==> src/rtl/scan_pkg.sv <==
// Shared definitions for the scan scheduler: table geometry, widths and FSM encoding.
package scan_pkg;

  localparam int TBL_DEPTH = 8;
  localparam int TBL_AW    = 3;
  localparam int WORD_W    = 16;
  localparam int REP_W     = 8;

  typedef enum logic [2:0] {
    ST_IDLE  = 3'd0,
    ST_LOAD  = 3'd1,
    ST_GAP   = 3'd2,
    ST_START = 3'd3,
    ST_ARM   = 3'd4,
    ST_WAIT  = 3'd5,
    ST_DONE  = 3'd6
  } state_t;

  typedef struct packed {
    logic              choice;
    logic [WORD_W-1:0] word;
  } tbl_entry_t;

  // A requested repetition count of zero still runs one scan.
  function automatic logic [REP_W-1:0] rep_target(input logic [REP_W-1:0] n);
    return (n == '0) ? REP_W'(1) : n;
  endfunction

endpackage

==> src/rtl/scan_tbl.sv <==
// Load table: TBL_DEPTH entries of {choice, word}, synchronous write, combinational read.
module scan_tbl
  import scan_pkg::*;
(
  input  logic              clk_sys,
  input  logic              rst,
  input  logic              we,
  input  logic [TBL_AW-1:0] waddr,
  input  tbl_entry_t        wdata,
  input  logic [TBL_AW-1:0] raddr,
  output tbl_entry_t        rdata
);

  tbl_entry_t [TBL_DEPTH-1:0] mem;

  for (genvar i = 0; i < TBL_DEPTH; i++) begin : g_ent
    always_ff @(posedge clk_sys) begin
      if (rst)
        mem[i] <= '0;
      else if (we && (waddr == TBL_AW'(i)))
        mem[i] <= wdata;
    end
  end

  assign rdata = mem[raddr];

endmodule

==> src/rtl/scan_sched.sv <==
// Scan scheduler: loads table entries into the scan state machine, then runs
// rep_num scans, each started by scanstart and ended by a low scan_over_n.
module scan_sched
  import scan_pkg::*;
(
  input  logic              clk_sys,
  input  logic              rst,
  input  logic              cfg_we,
  input  logic [TBL_AW-1:0] cfg_addr,
  input  logic              cfg_choice,
  input  logic [WORD_W-1:0] cfg_data,
  input  logic [TBL_AW-1:0] cfg_len,
  input  logic [REP_W-1:0]  rep_num,
  input  logic              go,
  input  logic              abort,
  input  logic              scan_over_n,
  output logic              scanload,
  output logic              scanchoice,
  output logic [WORD_W-1:0] datain,
  output logic              scanstart,
  output logic              busy,
  output logic              done,
  output logic [REP_W-1:0]  rep_cnt
);

  state_t            state;
  logic [TBL_AW-1:0] idx;
  logic [TBL_AW-1:0] len_q;
  logic [REP_W-1:0]  rep_tgt;
  logic [REP_W-1:0]  rep_nxt;
  logic [TBL_AW-1:0] rd_addr;
  logic              tbl_we;
  tbl_entry_t        wentry;
  tbl_entry_t        rd_entry;

  // Outputs are registered, so the read address looks one entry ahead:
  // entry 0 while idle (go), idx+1 while in GAP (next LOAD).
  assign rd_addr = (state == ST_GAP) ? idx + TBL_AW'(1) : '0;
  assign tbl_we  = cfg_we & ~busy;
  assign wentry  = '{choice: cfg_choice, word: cfg_data};
  assign rep_nxt = rep_cnt + REP_W'(1);

  scan_tbl u_tbl (
    .clk_sys (clk_sys),
    .rst     (rst),
    .we      (tbl_we),
    .waddr   (cfg_addr),
    .wdata   (wentry),
    .raddr   (rd_addr),
    .rdata   (rd_entry)
  );

  always_ff @(posedge clk_sys) begin
    if (rst) begin
      state      <= ST_IDLE;
      idx        <= '0;
      len_q      <= '0;
      rep_tgt    <= '0;
      rep_cnt    <= '0;
      scanload   <= 1'b0;
      scanchoice <= 1'b0;
      datain     <= '0;
      scanstart  <= 1'b0;
      busy       <= 1'b0;
      done       <= 1'b0;
    end else if (abort) begin
      // rep_cnt is deliberately left alone so the partial count stays visible.
      state      <= ST_IDLE;
      idx        <= '0;
      scanload   <= 1'b0;
      scanchoice <= 1'b0;
      datain     <= '0;
      scanstart  <= 1'b0;
      busy       <= 1'b0;
      done       <= 1'b0;
    end else begin
      scanload   <= 1'b0;
      scanchoice <= 1'b0;
      datain     <= '0;
      scanstart  <= 1'b0;
      done       <= 1'b0;
      case (state)
        ST_IDLE: begin
          if (go) begin
            len_q      <= cfg_len;
            rep_tgt    <= rep_target(rep_num);
            rep_cnt    <= '0;
            idx        <= '0;
            state      <= ST_LOAD;
            busy       <= 1'b1;
            scanload   <= 1'b1;
            scanchoice <= rd_entry.choice;
            datain     <= rd_entry.word;
          end
        end
        ST_LOAD: state <= ST_GAP;
        ST_GAP: begin
          if (idx == len_q) begin
            state     <= ST_START;
            scanstart <= 1'b1;
          end else begin
            idx        <= idx + TBL_AW'(1);
            state      <= ST_LOAD;
            scanload   <= 1'b1;
            scanchoice <= rd_entry.choice;
            datain     <= rd_entry.word;
          end
        end
        ST_START: state <= ST_ARM;
        // A low left over from the previous scan must clear before counting.
        ST_ARM: if (scan_over_n) state <= ST_WAIT;
        ST_WAIT: begin
          if (!scan_over_n) begin
            rep_cnt <= rep_nxt;
            if (rep_nxt == rep_tgt) begin
              state <= ST_DONE;
              done  <= 1'b1;
            end else begin
              state     <= ST_START;
              scanstart <= 1'b1;
            end
          end
        end
        ST_DONE: begin
          state <= ST_IDLE;
          busy  <= 1'b0;
        end
        default: begin
          state <= ST_IDLE;
          busy  <= 1'b0;
        end
      endcase
    end
  end

endmodule
==> config.mk <==
export PLATFORM = sky130hd
export DESIGN_NAME = scan_sched
export DESIGN_NICKNAME = d
export VERILOG_FILES = /design/src/rtl/scan_pkg.sv /design/src/rtl/scan_tbl.sv /design/src/rtl/scan_sched.sv
export SDC_FILE = /design/constraint.sdc
export NUM_CORES = 1
export LEC_CHECK = 0
export BUFFER_PORTS_ARGS = -buffer_cell sky130_fd_sc_hd__buf_2
export CORE_MARGIN = 3
export CORE_UTILIZATION = 35
export CTS_CLUSTER_SIZE = 16
export DETAILED_ROUTE_END_ITERATION = 12
export GPL_ROUTABILITY_DRIVEN = 0
export PLACE_DENSITY = 0.51
export SETUP_SLACK_MARGIN = 0.1
export SLEW_MARGIN = 20
export SYNTH_ARGS = -nofsm -noshare
export SYNTH_HDL_FRONTEND = slang
export SYNTH_SLANG_ARGS = --single-unit
==> constraint.sdc <==
create_clock -name clk_sys -period 2.15 [get_ports clk_sys]
set_input_delay 0.3225 -clock clk_sys [delete_from_list [all_inputs] [get_ports clk_sys]]
set_output_delay 0.3225 -clock clk_sys [all_outputs]
set_load 0.02 [all_outputs]
=== Yosys cells after proc, flatten, opt, wreduce, memory -nomap -nowiden ===
Index checks and enable logic that the tools add are counted.

* Flip-flop bits (word level): 182

* Add/sub/neg operators: 2
* Order comparisons: 1
* Eq/ne operators: 18
* Muxes and demuxes: 32
* Bitwise operators: 5
* Reductions and logical operators: 21

{| class="wikitable"
|+ Operators with widths
! cell !! number
|-
| 17-bit binary-select mux with 3-bit select || 1
|-
| 16-bit 2-to-1 mux || 2
|-
| 16-bit case mux with 2 select lines || 1
|-
| 8-bit 2-to-1 mux || 3
|-
| 3-bit 2-to-1 mux || 7
|-
| 3-bit equality test (second input constant) || 6
|-
| 3-bit case mux with 6 select lines || 1
|-
| 17-bit 2-to-1 mux || 1
|-
| 8-bit case mux with 2 select lines || 1
|-
| 3-bit by 2-bit equality test with 1-bit output (second input constant) || 4
|-
| 1-bit 2-to-1 mux || 9
|-
| 3-bit AND reduction || 3
|-
| 8-bit by 1-bit adder with 8-bit output (second input constant) || 1
|-
| 8-bit equality test || 1
|-
| 1-bit logical AND || 8
|-
| 8-bit zero test || 1
|-
| 2-bit != test (second input constant) || 4
|-
| 1-bit case mux with 2 select lines || 4
|-
| 3-bit by 1-bit equality test with 1-bit output (second input constant) || 2
|-
| 3-bit zero test || 2
|-
| 3-bit case mux with 2 select lines || 1
|-
| 5-bit OR reduction || 1
|-
| 3-bit by 4-bit less-than comparator with 1-bit output (second input constant) || 1
|-
| 1-bit inverter || 4
|-
| 9 further kinds || 10
|}

=== Longest topological paths before layout ===
* Depth in word-level cells: 6
* Mapped depth: 8
* Gate-level depth less buffers: 6

=== By module ===
A second synthesis with hierarchy kept.

* Cell total of the unflattened synthesis: 905
* Area, all modules: 8060.2 um^2

{| class="wikitable"
|+ By module, submodules not included
! module !! times used !! cells each !! area an instance (um^2) !! seq. area each (um^2)
|-
| scan_tbl || 1 || 684 || 6058.3 || 2722.6
|-
| scan_sched || 1 || 221 || 2001.9 || 920.9
|}

=== Least setup slack after synthesis ===
OpenSTA, ideal clock, no wires.

* Path kind: reg2reg
* Start: reg rep_cnt[0]
* End: reg done
* Setup time: 0.096 ns
* Arrival time: 1.714 ns
* Setup slack: 0.340 ns
* Stages on the path, launching flop included: 7
* Path buffers: 0
* Clock period less this slack: 1.810 ns
* Path through: dfxtp_1 > ha_1 > nand3_1 > xnor2_1 > nand4_1 > or2_2 > nor4b_1

* Longest elaborated chain between the ends: 3

{| class="wikitable"
|+ Ends and longest elaborated chain
! what !! line !! RTL
|-
| start: declaration || scan_sched.sv:23 || <nowiki>output logic [REP_W-1:0] rep_cnt</nowiki>
|-
| start signal: assignment || scan_sched.sv:114 || <nowiki>rep_cnt <= rep_nxt;</nowiki>
|-
| 8-bit by 1-bit adder with 8-bit output || scan_sched.sv:41 || <nowiki>assign rep_nxt = rep_cnt + REP_W'(1);</nowiki>
|-
| 8-bit equality test || scan_sched.sv:115 || <nowiki>if (rep_nxt == rep_tgt) begin</nowiki>
|-
| 1-bit 2-to-1 mux || scan_sched.sv:115 ||
|-
| end signal: assignment || scan_sched.sv:65 || <nowiki>done <= 1'b0;</nowiki>
|-
| end signal: assignment || scan_sched.sv:75 || <nowiki>done <= 1'b0;</nowiki>
|-
| end signal: assignment || scan_sched.sv:117 || <nowiki>done <= 1'b1;</nowiki>
|-
| end: declaration || scan_sched.sv:22 || <nowiki>output logic done,</nowiki>
|}

No other way between the ends.
A chain may end at the register's enable or synchronous reset.

=== Worst setup path in the final report ===
* Start: reg state[0]
* End: reg datain[5]

* Longest elaborated chain between the ends: 6
* Elaborated cells between the ends (all ways): 8
* Those cells by class: eq/ne (1); mux (6); reduce/logical (1)

{| class="wikitable"
|+ Ends and longest elaborated chain
! what !! line !! RTL
|-
| start: declaration || scan_sched.sv:26 || <nowiki>state_t state;</nowiki>
|-
| start signal: assignment || scan_sched.sv:55 || <nowiki>state <= ST_IDLE;</nowiki>
|-
| start signal: assignment || scan_sched.sv:68 || <nowiki>state <= ST_IDLE;</nowiki>
|-
| start signal: assignment || scan_sched.sv:89 || <nowiki>state <= ST_LOAD;</nowiki>
|-
| 3-bit by 2-bit equality test with 1-bit output || scan_sched.sv:38, scan_sched.sv:82 ||
|-
| 3-bit 2-to-1 mux || scan_sched.sv:38 || <nowiki>assign rd_addr = (state == ST_GAP) ? idx + TBL_AW'(1) : '0;</nowiki>
|-
| 17-bit binary-select mux with 3-bit select || scan_tbl.sv:25 || <nowiki>assign rdata = mem[raddr];</nowiki>
|-
| 17-bit 2-to-1 mux (not written as such) || scan_tbl.sv:25 ||
|-
| 16-bit 2-to-1 mux, on equally long branches || scan_sched.sv:98, scan_sched.sv:84 ||
|-
| 16-bit case mux with 2 select lines (*) || scan_sched.sv:82 || <nowiki>case (state)</nowiki>
|-
| end signal: assignment || scan_sched.sv:93 || <nowiki>datain <= rd_entry.word;</nowiki>
|-
| end signal: assignment || scan_sched.sv:106 || <nowiki>datain <= rd_entry.word;</nowiki>
|-
| end: declaration || scan_sched.sv:19 || <nowiki>output logic [WORD_W-1:0] datain,</nowiki>
|}

Every way passes the cells marked *; elsewhere a longest branch is shown, timed or not. The select of a mux whose other input is x is not followed.

==> qor.csv <==
stage,metric,value,unit
status,outcome,"complete, no violations",
clocking,cts_tree,done,
clocking,postCtsSetupBuffers,0,
finish,n_fill_cell,2329,
die,rows,54,
clocking,cts_hold_buf,0,
synthesis,synth-compound-area-share,15.70,%
detailed_routing,postRouteWirelength,23.59,mm
place,placed_cell_area,8602,µm²
grt,antenna_found_initial,2,
timing,final.setup.tns,0,ns
finish,area_growth,15.15,%
detailed_routing,ant_nets,0,
critical_path,critPathRequiredTime,2.46,ns
finish,nNetsFinal,1121,
clocking,cts_max_path_buffers,2,
flow_run,maxCapViolCount,0,
detailed_routing,drtIter0Drc,474,
clocking,numCtsBuffers,17,
timing,slew_headroom,45.39,%
worst_hold_path,hp-class,in -> reg,
power,p_leak,3.276,nW
place,dp_hpwl,15.47,mm
synthesis,synth_edf_count,0,
timing,period_share,87.47,%
timing,fin_worst_skew,0.01513,ns
die,io_pins,66,
critical_path,path_max_fanout,34,
power,power.total,0.007107,W
clocking,clock-root-buffer,clkbuf_16,
critical_path,path_cells,or4b_1 -> buf_4 -> nand2_1 -> nand3_1 -> a31oi_1 -> nor2_1,
synthesis,synth_adder_area_share,0.3131,%
critical_path,cp-end-kind,register,
clocking,cts.clk_slew.worst_paths,0.07,ns
grt,track_usage,19.44,%
clocking,insertion_delay,0.44,ns
synthesis,synthCells,1039,
synthesis,syn-mean-instance-area,7.693,µm²
die,die_h,157.1,µm
critical_path,path_class,reg -> reg,
grt,grt_first_pass_wirelength,37.69,mm
critical_path,slowest_delay,0.54,ns
grt,grt_max_degree,157,
detailed_routing,via_per_inst,5.121,
timing,rsz0062_at_grt,no,
synthesis,ys_ff_latch,182,
synthesis,synth_top_family_by_area,simple AND/OR/NAND/NOR gates,
synthesis,muxShareOfSynthArea,3.632,%
timing,finalWorstSetupSlack,0.2694,ns
detailed_routing,detail_route.wl_per_cell,17.16,µm
synthesis,syn_area,7993,µm²
finish,layout_common_cells,"370 x nand2_1, 181 x dfxtp_1, 146 x a21oi_1",
synthesis,yosysTopAreaCellShare,45.59,%
grt,grt_overflow_total,0,
place,post-place-ws,0.2487,ns
grt,grt_pass1_vias,6680,
die,dieArea,24690,µm²
timing,period_needed,1.881,ns
finish,n_antenna_cell,0,
detailed_routing,vias,7041,
synthesis,synth_xor_area_share,1.753,%
die,die_x,157.1,µm
synthesis,seq_area_frac_synth,45.59,%
die,core-area,22160,µm²
timing,hold_viol_final,0,
finish,layout_commonest_cell,nand2_1,
timing,setup_violations,0,
synthesis,async_reset_ff_share,0,%
synthesis,synthTopCellsByArea,"dfxtp_1 46%, nand2_1 17%, a21oi_1 9.1%",
synthesis,yosys_warnings,0,
clocking,numClockSinks,182,
synthesis,synth_top_area_cell,dfxtp_1,
critical_path,start_kind,register,
detailed_routing,dr.pass1.iters,5,
critical_path,crit_slowest_cell,or4b_1,
finish,drive_above_1_share,14.43,%
place,portBuffers,65,
power,ir_worst_vdd,0.0004894,V
timing,max_freq,531.7,MHz
die,initial_core_util,36.07,%
timing,slew_violations,0,
synthesis,ys.flop_type,dfxtp_1,
power,power_density,772.1,nW/µm²
synthesis,synth-simple-area-share,26.94,%
synthesis,syn_nets,1078,
detailed_routing,drc,0,
synthesis,synthDistinctLibCells,49,
critical_path,critPathArrivalTime,2.19,ns
timing,tightest_slew,0.8192,ns
finish,fin_area,9204,µm²
clocking,cts.htree.levels,4,
[sequential cells by signal, summed over array words and instances (netlist names)]
register,cells
u_tbl.mem,136
scanload,1
len_q,3
scanchoice,1
rep_cnt,8
scanstart,1
idx,3
datain,16
done,1
busy,1
state,3
rep_tgt,8
[worst max-delay path: cells and delay by family, from the launching register on]
family / cells / cell delay [ns]
AND/OR/NAND/NOR: 4 / 0.80
flip-flops: 1 / 0.44
buffers and inverters: 1 / 0.27
AO/OA/AOI/OAI: 1 / 0.22
[worst paths after layout]
kind	startpoint	endpoint	slack, ns	cells after the start
setup reg to reg	state[0]	datain[5]	0.27	6
setup / recovery	state[0]	datain[5]	0.27	6
hold / removal	rep_num[0]	rep_tgt[0]	0.12	3
hold reg to reg	u_tbl.mem[125]	u_tbl.mem[125]	0.45	2
[repair_timing]
item | 4_1_cts | 5_1_grt
endpoints found under the setup margin | 0 | 1
resized for setup | 0 | 1
hold endpoints to repair | 0 | 0
[layer usage]
layer | vias to the layer above | GRT usage, % | part of all wire, %
li1 | 3546 | - | -
met1 | 3362 | 26.45 | 48
met2 | 107 | 31.70 | 47
met3 | 22 | 4.399 | 4.0
met4 | 4 | 4.298 | 1.2
met5 | - | 0 | 0.11
[through the flow]
stage | hold slack (ns) | util [%] | cells
after global routing | 0.1045 | 41.53 | 1375
after floorplan | 0.4318 | - | 1039
after global placement | 0.4373 | 38.82 | 1343
final | 0.1242 | 41.53 | 1375
after CTS | 0.1076 | 41.52 | 1375
after detailed placement | 0.4422 | 38.82 | 1343
[logic make-up (layout without fill, tap and decap cells)]
group	Yosys count	in the layout
AO/OA/AOI/OAI	218	218
adder cells (fa/ha/maj)	2	2
flip-flops	182	182
AND/OR/NAND/NOR	501	501
buffers and inverters	91	147
multiplexers	29	29
XOR/XNOR	16	16
[Yosys cell counts (all sizes together) (4+ instances only)]
| cell | number |
|---|---|
| or3 | 5 |
| a21oi | 146 |
| dfxtp | 182 |
| nor2b | 19 |
| inv | 4 |
| nand2 | 370 |
| a31oi | 19 |
| o21ai | 9 |
| buf | 50 |
| nand3 | 24 |
| nor2 | 44 |
| a211oi | 17 |
| xor2 | 9 |
| xnor2 | 7 |
| clkbuf | 37 |
| nor3b | 5 |
| mux2i | 29 |
| a311oi | 17 |
| nand3b | 5 |
[report_power, final]
| group | internal, W | total, W | switching [W] | leakage [nW] |
|---|---|---|---|---|
| registers | 0.00344 | 0.00347 | 0.0000397 | 1.47 |
| clock network | 0.00169 | 0.00320 | 0.00151 | 0.291 |
| logic | 0.000147 | 0.000430 | 0.000283 | 1.51 |
[final cells by class]
cell class	count	area (µm²)	share of cell area (%)
clock buffers	18	439.2	4.772
clock inverters	14	160.2	1.740
inverters	4	15.01	0.1631
multi-input cells	766	3871	42.06
flip-flops and latches	182	3645	39.60
well taps	280	350.3	3.806
repair buffers	111	723.2	7.858
Note: power is estimated with default switching activity, not from simulation.
